File: config.mk
export PLATFORM = sky130hd
export DESIGN_NAME = button_conditioner
export DESIGN_NICKNAME = d
export VERILOG_FILES = /design/src/rtl/button_conditioner.sv
export SDC_FILE = /design/constraint.sdc
export NUM_CORES = 1
export LEC_CHECK = 0
export ABC_AREA = 1
export CORE_AREA = 3 3 71 73
export DETAILED_ROUTE_END_ITERATION = 16
export DIE_AREA = 0 0 74 76
export PLACE_DENSITY = 0.77
export SYNTH_ARGS = -nofsm -noshare
export SYNTH_HDL_FRONTEND = slang
export SYNTH_SLANG_ARGS = --single-unit
File: constraint.sdc
create_clock -name clk30 -period 1.6 [get_ports clk30]
set_input_delay 0.32 -clock clk30 [delete_from_list [all_inputs] [get_ports clk30]]
set_output_delay 0.32 -clock clk30 [all_outputs]
set_load 0.05 [all_outputs]
File: src/rtl/button_conditioner.sv
// Active-low pushbutton conditioner: 2-flop synchroniser, stability-count debounce,
// press/release pulses and an optional long-press pulse (enabled by BUTTON_LONG_PRESS_EN).

module button_channel #(
    parameter int DEBOUNCE_CYCLES = 300000,
    parameter int LONG_CYCLES     = 30000000
) (
    input  logic clk30,
    input  logic rst,
    input  logic btn_n_i,
    output logic level_o,
    output logic pressed_o,
    output logic released_o,
    output logic long_press_o
);
    localparam int CW = $clog2(DEBOUNCE_CYCLES);
    localparam logic [CW-1:0] CNT_TERM = CW'(DEBOUNCE_CYCLES - 1);

    typedef enum logic {
        STABLE_RELEASED = 1'b0,
        STABLE_PRESSED  = 1'b1
    } db_state_e;

    db_state_e     state_q;
    logic          sync1_q, sync2_q;
    logic          s;
    logic [CW-1:0] cnt_q;
    logic          pressed_q, released_q;

    // Synchroniser resets to "released" so a held button is never pressed at reset.
    always_ff @(posedge clk30 or posedge rst) begin
        if (rst) begin
            sync1_q <= 1'b1;
            sync2_q <= 1'b1;
        end else begin
            sync1_q <= btn_n_i;
            sync2_q <= sync1_q;
        end
    end

    assign s       = ~sync2_q;
    assign level_o = (state_q == STABLE_PRESSED);

    always_ff @(posedge clk30 or posedge rst) begin
        if (rst) begin
            state_q    <= STABLE_RELEASED;
            cnt_q      <= '0;
            pressed_q  <= 1'b0;
            released_q <= 1'b0;
        end else begin
            pressed_q  <= 1'b0;
            released_q <= 1'b0;
            if (s == level_o) begin
                cnt_q <= '0;
            end else if (cnt_q != CNT_TERM) begin
                cnt_q <= cnt_q + 1'b1;
            end else begin
                cnt_q <= '0;
                case (state_q)
                    STABLE_RELEASED: begin
                        state_q   <= STABLE_PRESSED;
                        pressed_q <= 1'b1;
                    end
                    default: begin
                        state_q    <= STABLE_RELEASED;
                        released_q <= 1'b1;
                    end
                endcase
            end
        end
    end

    assign pressed_o  = pressed_q;
    assign released_o = released_q;

`ifdef BUTTON_LONG_PRESS_EN
    localparam int LW = $clog2(LONG_CYCLES + 1);
    localparam logic [LW-1:0] LSAT    = LW'(LONG_CYCLES);
    localparam logic [LW-1:0] LSAT_M1 = LW'(LONG_CYCLES - 1);

    logic          release_edge;
    logic [LW-1:0] lcnt_q, lcnt_d;
    logic          long_q, long_d;

    // A debounced release landing on the saturation edge suppresses long_press.
    assign release_edge = level_o & ~s & (cnt_q == CNT_TERM);

    always_comb begin
        lcnt_d = lcnt_q;
        long_d = 1'b0;
        if (!level_o || release_edge) begin
            lcnt_d = '0;
        end else if (lcnt_q != LSAT) begin
            lcnt_d = lcnt_q + 1'b1;
            long_d = (lcnt_q == LSAT_M1);
        end
    end

    always_ff @(posedge clk30 or posedge rst) begin
        if (rst) begin
            lcnt_q <= '0;
            long_q <= 1'b0;
        end else begin
            lcnt_q <= lcnt_d;
            long_q <= long_d;
        end
    end

    assign long_press_o = long_q;
`else
    assign long_press_o = 1'b0;
`endif

endmodule

module button_conditioner #(
    parameter int NUM_BUTTONS     = 2,
    parameter int DEBOUNCE_CYCLES = 300000,
    parameter int LONG_CYCLES     = 30000000
) (
    input  logic                   clk30,
    input  logic                   rst,
    input  logic [NUM_BUTTONS-1:0] button_n,
    output logic [NUM_BUTTONS-1:0] level,
    output logic [NUM_BUTTONS-1:0] pressed,
    output logic [NUM_BUTTONS-1:0] released,
    output logic [NUM_BUTTONS-1:0] long_press
);
    for (genvar i = 0; i < NUM_BUTTONS; i++) begin : g_ch
        button_channel #(
            .DEBOUNCE_CYCLES (DEBOUNCE_CYCLES),
            .LONG_CYCLES     (LONG_CYCLES)
        ) u_ch (
            .clk30        (clk30),
            .rst          (rst),
            .btn_n_i      (button_n[i]),
            .level_o      (level[i]),
            .pressed_o    (pressed[i]),
            .released_o   (released[i]),
            .long_press_o (long_press[i])
        );
    end

endmodule
==> results.md, run 1 <==
- Status: finished, final reports clean
- Vias in the first global route: 1924
- RR Endpoint: g_ch[1].u_ch.cnt_q[18]$_DFF_PP0_
- Area Growth Syn to Fin: 9.24%
- Critical Setup Path Class: reg -> reg
- # H-tree levels: 2
- RSZ-0062 raised after global routing: no
- Dpl ws: 0.148 ns
- Reg2Reg Setup Slack: 0.13 ns
- Hold Fails Final Rpt: 0
- Reg2reg start: g_ch[1].u_ch.cnt_q[0]$_DFF_PP0_
- Maxcap violations: 0
- Syn. warnings: 0
- Synthesized area per cell: 8.05 µm²
- Ant. Diodes: 0
- Die ar.: 5620 µm²
- Vias/cell: 5.26
- RD Place Congestion: 0.926
- HP Start: g_ch[1].u_ch.sync1_q$_DFF_PP1_
- Setup Viol. Count Final: 0
- Final cycle utilization of the critical path: 0.918
- DP HPWL: 3680 µm
- Final slew viol count: 0
- Clock Skew: 0.00320 ns
- Max Buffers Root-to-Sink: 2
- Critical-path cell list: ha_1 -> nand2_1 -> nor2_2 -> nand2_1 -> nor2_1 -> nand3_1 -> nand3_1 -> nor2_1
- Post-synth EDFFs: 0
- Metal2 WL: 2060 µm
- Netlist Area Pre-Place: 2640 µm²
- Main synth FF type: dfrtp_1
- CP peak stage delay: 0.37 ns
- Largest net degree at the start of global routing: 49
- Ys async rst share: 1.00
- Final Non-Filler Cells: 393
- GRT overflow: 0
- Num CTS Buffers: 5
- Overall Power: 2.13 mW
- DR pass1 iterations: 5
- Die H: 76 µm
- XOR/XNOR Fraction of Synth Area: 0.0597
- Worst Setup End Kind: register
- P_int: 1.66 mW
- # IOs: 12
- Post-synthesis cell count: 328
- DIE WIDTH: 74 µm
- GR Util All Layers: 0.196
- Post-cts repair resize count: 0
- Startpoint types: register
- Routed via count: 2067
- Max Clk Rate: 681 MHz
- DRC: 0
- Core area: 4410 µm²
- WP data required: 1.80 ns
- Routed WL: 4870 µm
- Setup TNS: 0 ns
- Later-pin clock latency in the skew report: 0.30 ns
- CTS clock-pin slew for the worst setup and hold paths: 0.08 ns
- Nets@finish: 346
- Min Tclk post-route: 1.47 ns
- Layout cell share with drive strength beyond 1: 0.155
- Max IR drop VDD: 698 µV
- Global-route wire length before repair: 8560 µm
- DP Cell Count: 385
- Avg WL per Cell: 12.4 µm
- Worst hold path type: reg -> reg
- Largest family of logic cells by synthesized area: simple AND/OR/NAND/NOR gates
- Leakage: 1.26 nW
- WHS Endpoint: g_ch[1].u_ch.sync2_q$_DFF_PP1_
- Starting density of the core: 0.598
- Setup Fix Bufs, Post-CTS: 0
- Met3 WL: 286 µm
- Cell Pwr Density: 737 nW/µm²
- R2R depth: 8
- Sw frac: 0.220
- # rows: 24
- Most frequent cells in the layout: nor2_1, nand2_1, dfrtp_1, inv_1, nand3_1
- Seq pwr share: 0.586
- Cts hold-fix bufs: 0
- WHS Path Cells: 0
- Mux contribution to synthesized area: 0
- Antenna Nets Post-Route: 0
- Post-Synth Simple-Gate Area: 0.376
- Clock power frac: 0.367
- CP max FO: 4
- Routed length on met1: 2450 µm
- DRC violation total after the first TritonRoute iteration: 191
- Unique masters post-synth: 28
- Fin worst setup slack: 0.131 ns
- Net switching power: 0.467 mW
- CTS tree: yes
- Yosys reg bits: 48
- CTS root buf: clkbuf_8
- Seq/Total Area, Yosys: 0.457
- Arr. time, crit path: 1.67 ns
- Synth Area in Compound Gates: 0.0275
- PortBufs: 9
- Slowest-stage cell, CP: dfrtp_1
- Sink Count: 48
- Combinational power share: 0.047
- Initial antenna violation count: 0
- Most common cell after layout, fill and taps aside: nor2_1
- Highest Signal Layer: met4
- Adder-cell area share of the yosys netlist: 0.00947
[final cells by class]
type	count	area (µm²)
Fill cell	374	1530
Multi-Input combinational cell	240	1250
Sequential cell	48	1210
Timing Repair Buffer	12	135
Inverter	33	124
Clock buffer	8	100
Tap cell	52	65.1
[worst max-delay path, delay by kind of cell, from the launching register on]
family | cells | cell delay [ns]
simple gates | 7 | 0.80
flops | 1 | 0.37
fa+ha+maj | 1 | 0.19
[synth_stat cells (6+ instances only)]
master | number | area share
o21ai_0 | 6 | 0.011
nand2_2 | 9 | 0.021
dfrtp_1 | 44 | 0.42
nand2_1 | 53 | 0.075
nor2_1 | 78 | 0.11
xor2_1 | 14 | 0.046
nand4_1 | 8 | 0.019
nand3_1 | 22 | 0.042
buf_4 | 8 | 0.023
inv_1 | 33 | 0.047
a21oi_1 | 6 | 0.011
nor2_2 | 11 | 0.026
[kinds of logic after synthesis]
family / count (synthesis)
xor gates and xnor gates: 18
adders and majority gates: 2
other: 1
DFF: 48
buffers and inverters: 41
AOI/OAI and AO/OA: 14
and+or+nand+nor: 204
[per-layer routing]
layer | track usage | vias to the layer above
met1 | 0.284 | 960
met5 | 0 | -
met4 | 0.0779 | 0
met2 | 0.277 | 60
li1 | - | 1038
met3 | 0.0515 | 9
[power by group through the flow]
stage	clock network (mW)	logic (mW)	registers (mW)
detailed placement	0	0.102	1.27
global route	0.861	0.115	1.25
finish	0.780	0.0999	1.25
CTS	0.805	0.103	1.25
global placement	0	0.101	1.27
floorplan	0	0.0711	1.27
[worst max path at each step]
stage,slack [ns],to,cells after the start,start
2_1_floorplan,0.14,g_ch[0].u_ch.cnt_q[0]$_DFF_PP0_,1,rst
3_3_place_gp,0.18,g_ch[1].u_ch.cnt_q[18]$_DFF_PP0_,8,g_ch[1].u_ch.cnt_q[0]$_DFF_PP0_
3_5_place_dp,0.15,g_ch[1].u_ch.cnt_q[18]$_DFF_PP0_,8,g_ch[1].u_ch.cnt_q[0]$_DFF_PP0_
4_1_cts,0.13,g_ch[1].u_ch.cnt_q[18]$_DFF_PP0_,8,g_ch[1].u_ch.cnt_q[0]$_DFF_PP0_
5_1_grt,0.02,g_ch[1].u_ch.cnt_q[18]$_DFF_PP0_,8,g_ch[1].u_ch.cnt_q[0]$_DFF_PP0_
6_report,0.13,g_ch[1].u_ch.cnt_q[18]$_DFF_PP0_,8,g_ch[1].u_ch.cnt_q[0]$_DFF_PP0_
[flip-flops by register name (all words and copies together) (netlist names)]
register and cells:
g_ch.u_ch.cnt_q 38, g_ch.u_ch.level_o 2, g_ch.u_ch.pressed_o 2, g_ch.u_ch.released_o 2, g_ch.u_ch.sync1_q 2, g_ch.u_ch.sync2_q 2
[through the flow]
stage / hold WS [ns] / instance area, µm² / util
3_5_place_dp: 0.349 / 2790 / 0.631
3_3_place_gp: 0.347 / 2790 / 0.631
2_1_floorplan: 0.324 / 2650 / -
6_report: 0.360 / 2890 / 0.654
4_1_cts: 0.361 / 2890 / 0.654
5_1_grt: 0.362 / 2890 / 0.654
(Power assumes the default switching activity.)
==> run 2: changes to the inputs <==
--- a/config.mk
+++ b/config.mk
@@ -6,10 +6,11 @@
 export NUM_CORES = 1
 export LEC_CHECK = 0
 export ABC_AREA = 1
-export CORE_AREA = 3 3 71 73
+export CORE_AREA = 3 3 68 70
 export DETAILED_ROUTE_END_ITERATION = 16
-export DIE_AREA = 0 0 74 76
-export PLACE_DENSITY = 0.77
+export DIE_AREA = 0 0 71 73
+export GPL_ROUTABILITY_DRIVEN = 0
+export PLACE_DENSITY = 0.83
 export SYNTH_ARGS = -nofsm -noshare
 export SYNTH_HDL_FRONTEND = slang
 export SYNTH_SLANG_ARGS = --single-unit
==> constraint.sdc (replaced) <==
create_clock -name clk30 -period 1.7 [get_ports clk30]
set_input_delay 0.34 -clock clk30 [delete_from_list [all_inputs] [get_ports clk30]]
set_output_delay 0.34 -clock clk30 [all_outputs]
set_load 0.05 [all_outputs]
==> run 2 against run 1 <==
  * Fmax grew 2.4%
  * Total power shrank 7.8%
  * Cell area shrank 1.2%
  * Sequential share of layout area grew 0.51 points
  * Non-clock buffer count is the same
  * Final cell count shrank 0.51%
  * Utilization grew 5.4 points
  * Global-route usage grew 2.8 points
==> results.md, run 2 (synthesis results as in run 1) <==
- Initial antenna violation count: 0
- PortBufs: 9
- CTS root buf: clkbuf_8
- Critical-path cell list: ha_1 -> nand2_1 -> nor2_2 -> nand2_2 -> nor2_2 -> nand3_1 -> nand3_1 -> nor2_1
- R2R depth: 8
- Clock Skew: 0.00621 ns
- Worst Setup End Kind: register
- Area Growth Syn to Fin: 7.91%
- Cell Pwr Density: 688 nW/µm²
- Arr. time, crit path: 1.63 ns
- Max IR drop VDD: 651 µV
- DIE WIDTH: 71 µm
- Die H: 73 µm
- DRC violation total after the first TritonRoute iteration: 195
- Reg2reg start: g_ch[0].u_ch.cnt_q[0]$_DFF_PP0_
- Reg2Reg Setup Slack: 0.27 ns
- Hold slack: 0.327 ns
- Nets@finish: 346
- Setup TNS: 0 ns
- Status: finished, final reports clean
- Starting density of the core: 0.656
- Post-cts repair resize count: 0
- Later-pin clock latency in the skew report: 0.30 ns
- DRC: 0
- Top delay family on crit path: simple AND/OR/NAND/NOR gates
- Final slew viol count: 0
- CTS tree: yes
- Setup Fix Bufs, Post-CTS: 0
- RSZ-0062 raised after global routing: no
- Antenna Nets Post-Route: 0
- Routed via count: 2088
- Worst hold path type: in -> async
- Hold Fails Final Rpt: 0
- Final cycle utilization of the critical path: 0.844
- WP data required: 1.89 ns
- Largest net degree at the start of global routing: 33
- Vias in the first global route: 1992
- Critical Setup Path Class: reg -> reg
- Global-route wire length before repair: 9130 µm
- RR Endpoint: g_ch[0].u_ch.cnt_q[18]$_DFF_PP0_
- Layout cell share with drive strength beyond 1: 0.158
- Min Tclk post-route: 1.43 ns
- FILL cells: 318
- GRT overflow: 0
- Max Clk Rate: 697 MHz
- Most frequent cells in the layout: nor2_1, nand2_1, dfrtp_1, inv_1, nand3_1
- Cts hold-fix bufs: 0
- # IOs: 12
- Setup Viol. Count Final: 0
- Slowest-stage cell, CP: dfrtp_1
- CP peak stage delay: 0.40 ns
- Core area: 4030 µm²
- Ant. Diodes: 0
- Sink Count: 48
- CTS clock-pin slew for the worst setup and hold paths: 0.08 ns
- Routed WL: 5080 µm
- CP max FO: 4
- Maxcap violations: 0
- DP Cell Count: 383
- Leakage: 1.25 nW
- # rows: 23
- Most common cell after layout, fill and taps aside: nor2_1
- Max Buffers Root-to-Sink: 2
- Startpoint types: register
- Num CTS Buffers: 5
- Largest register FFs: 38
- Vias/cell: 5.34
- Final Non-Filler Cells: 391
- Biggest register: g_ch.u_ch.cnt_q
- DR pass1 iterations: 5
- Die ar.: 5180 µm²
- # H-tree levels: 2
- Avg WL per Cell: 13.0 µm
- GR Util All Layers: 0.224
- Worst path bufs/invs: 0
- DP HPWL: 3900 µm
run 2: layout make-up:
type / count / area (µm²) / area share
Inverter: 33 / 124 / 0.0435
Clock buffer: 6 / 82.6 / 0.0290
Timing Repair Buffer: 12 / 110 / 0.0386
Multi-Input combinational cell: 240 / 1250 / 0.440
Clock inverter: 2 / 10.0 / 0.00351
Sequential cell: 48 / 1210 / 0.423
Tap cell: 50 / 62.6 / 0.0219
run 2: worst max path at each step:
stage / slack (ns) / end / start / cells after the start
4_1_cts: 0.25 / g_ch[0].u_ch.cnt_q[18]$_DFF_PP0_ / g_ch[0].u_ch.cnt_q[0]$_DFF_PP0_ / 8
2_1_floorplan: 0.22 / g_ch[0].u_ch.cnt_q[0]$_DFF_PP0_ / rst / 1
6_report: 0.27 / g_ch[0].u_ch.cnt_q[18]$_DFF_PP0_ / g_ch[0].u_ch.cnt_q[0]$_DFF_PP0_ / 8
3_5_place_dp: 0.26 / g_ch[0].u_ch.cnt_q[18]$_DFF_PP0_ / g_ch[0].u_ch.cnt_q[0]$_DFF_PP0_ / 8
3_3_place_gp: 0.31 / g_ch[1].u_ch.cnt_q[18]$_DFF_PP0_ / g_ch[1].u_ch.cnt_q[0]$_DFF_PP0_ / 8
5_1_grt: 0.13 / g_ch[0].u_ch.cnt_q[18]$_DFF_PP0_ / g_ch[0].u_ch.cnt_q[0]$_DFF_PP0_ / 8
run 2: report_power, final:
part           internal [mW]  switching, mW  total, mW
Sequential              1.16         0.0127       1.17
Clock                  0.325          0.366      0.691
Combinational         0.0295         0.0655     0.0951
Total                   1.52          0.445       1.96
run 2: through the flow:
| stage | utilization | instance area, µm² | power, mW | worst slack, ns |
|---|---|---|---|---|
| 6_report | 0.707 | 2850 | 1.96 | 0.265 |
| 5_1_grt | 0.707 | 2850 | 2.05 | 0.133 |
| 4_1_cts | 0.707 | 2850 | 1.98 | 0.252 |
| 3_5_place_dp | 0.684 | 2760 | 1.29 | 0.264 |
| 3_3_place_gp | 0.684 | 2760 | 1.29 | 0.311 |
| 2_1_floorplan | - | 2650 | 1.26 | 0.222 |
run 2: worst register-to-register path: cells and delay by family (launching register included):
| family | cells | cell delay, ns |
|---|---|---|
| adder cells (fa/ha/maj) | 1 | 0.21 |
| flip-flops | 1 | 0.40 |
| AND/OR/NAND/NOR | 7 | 0.73 |
run 2: routing by layer:
metal,vias up,wire [µm],global-route usage
met5,-,0,0
met4,0,63,0.0710
met3,12,303,0.0537
met2,56,2280,0.338
met1,970,2430,0.323
li1,1050,-,-
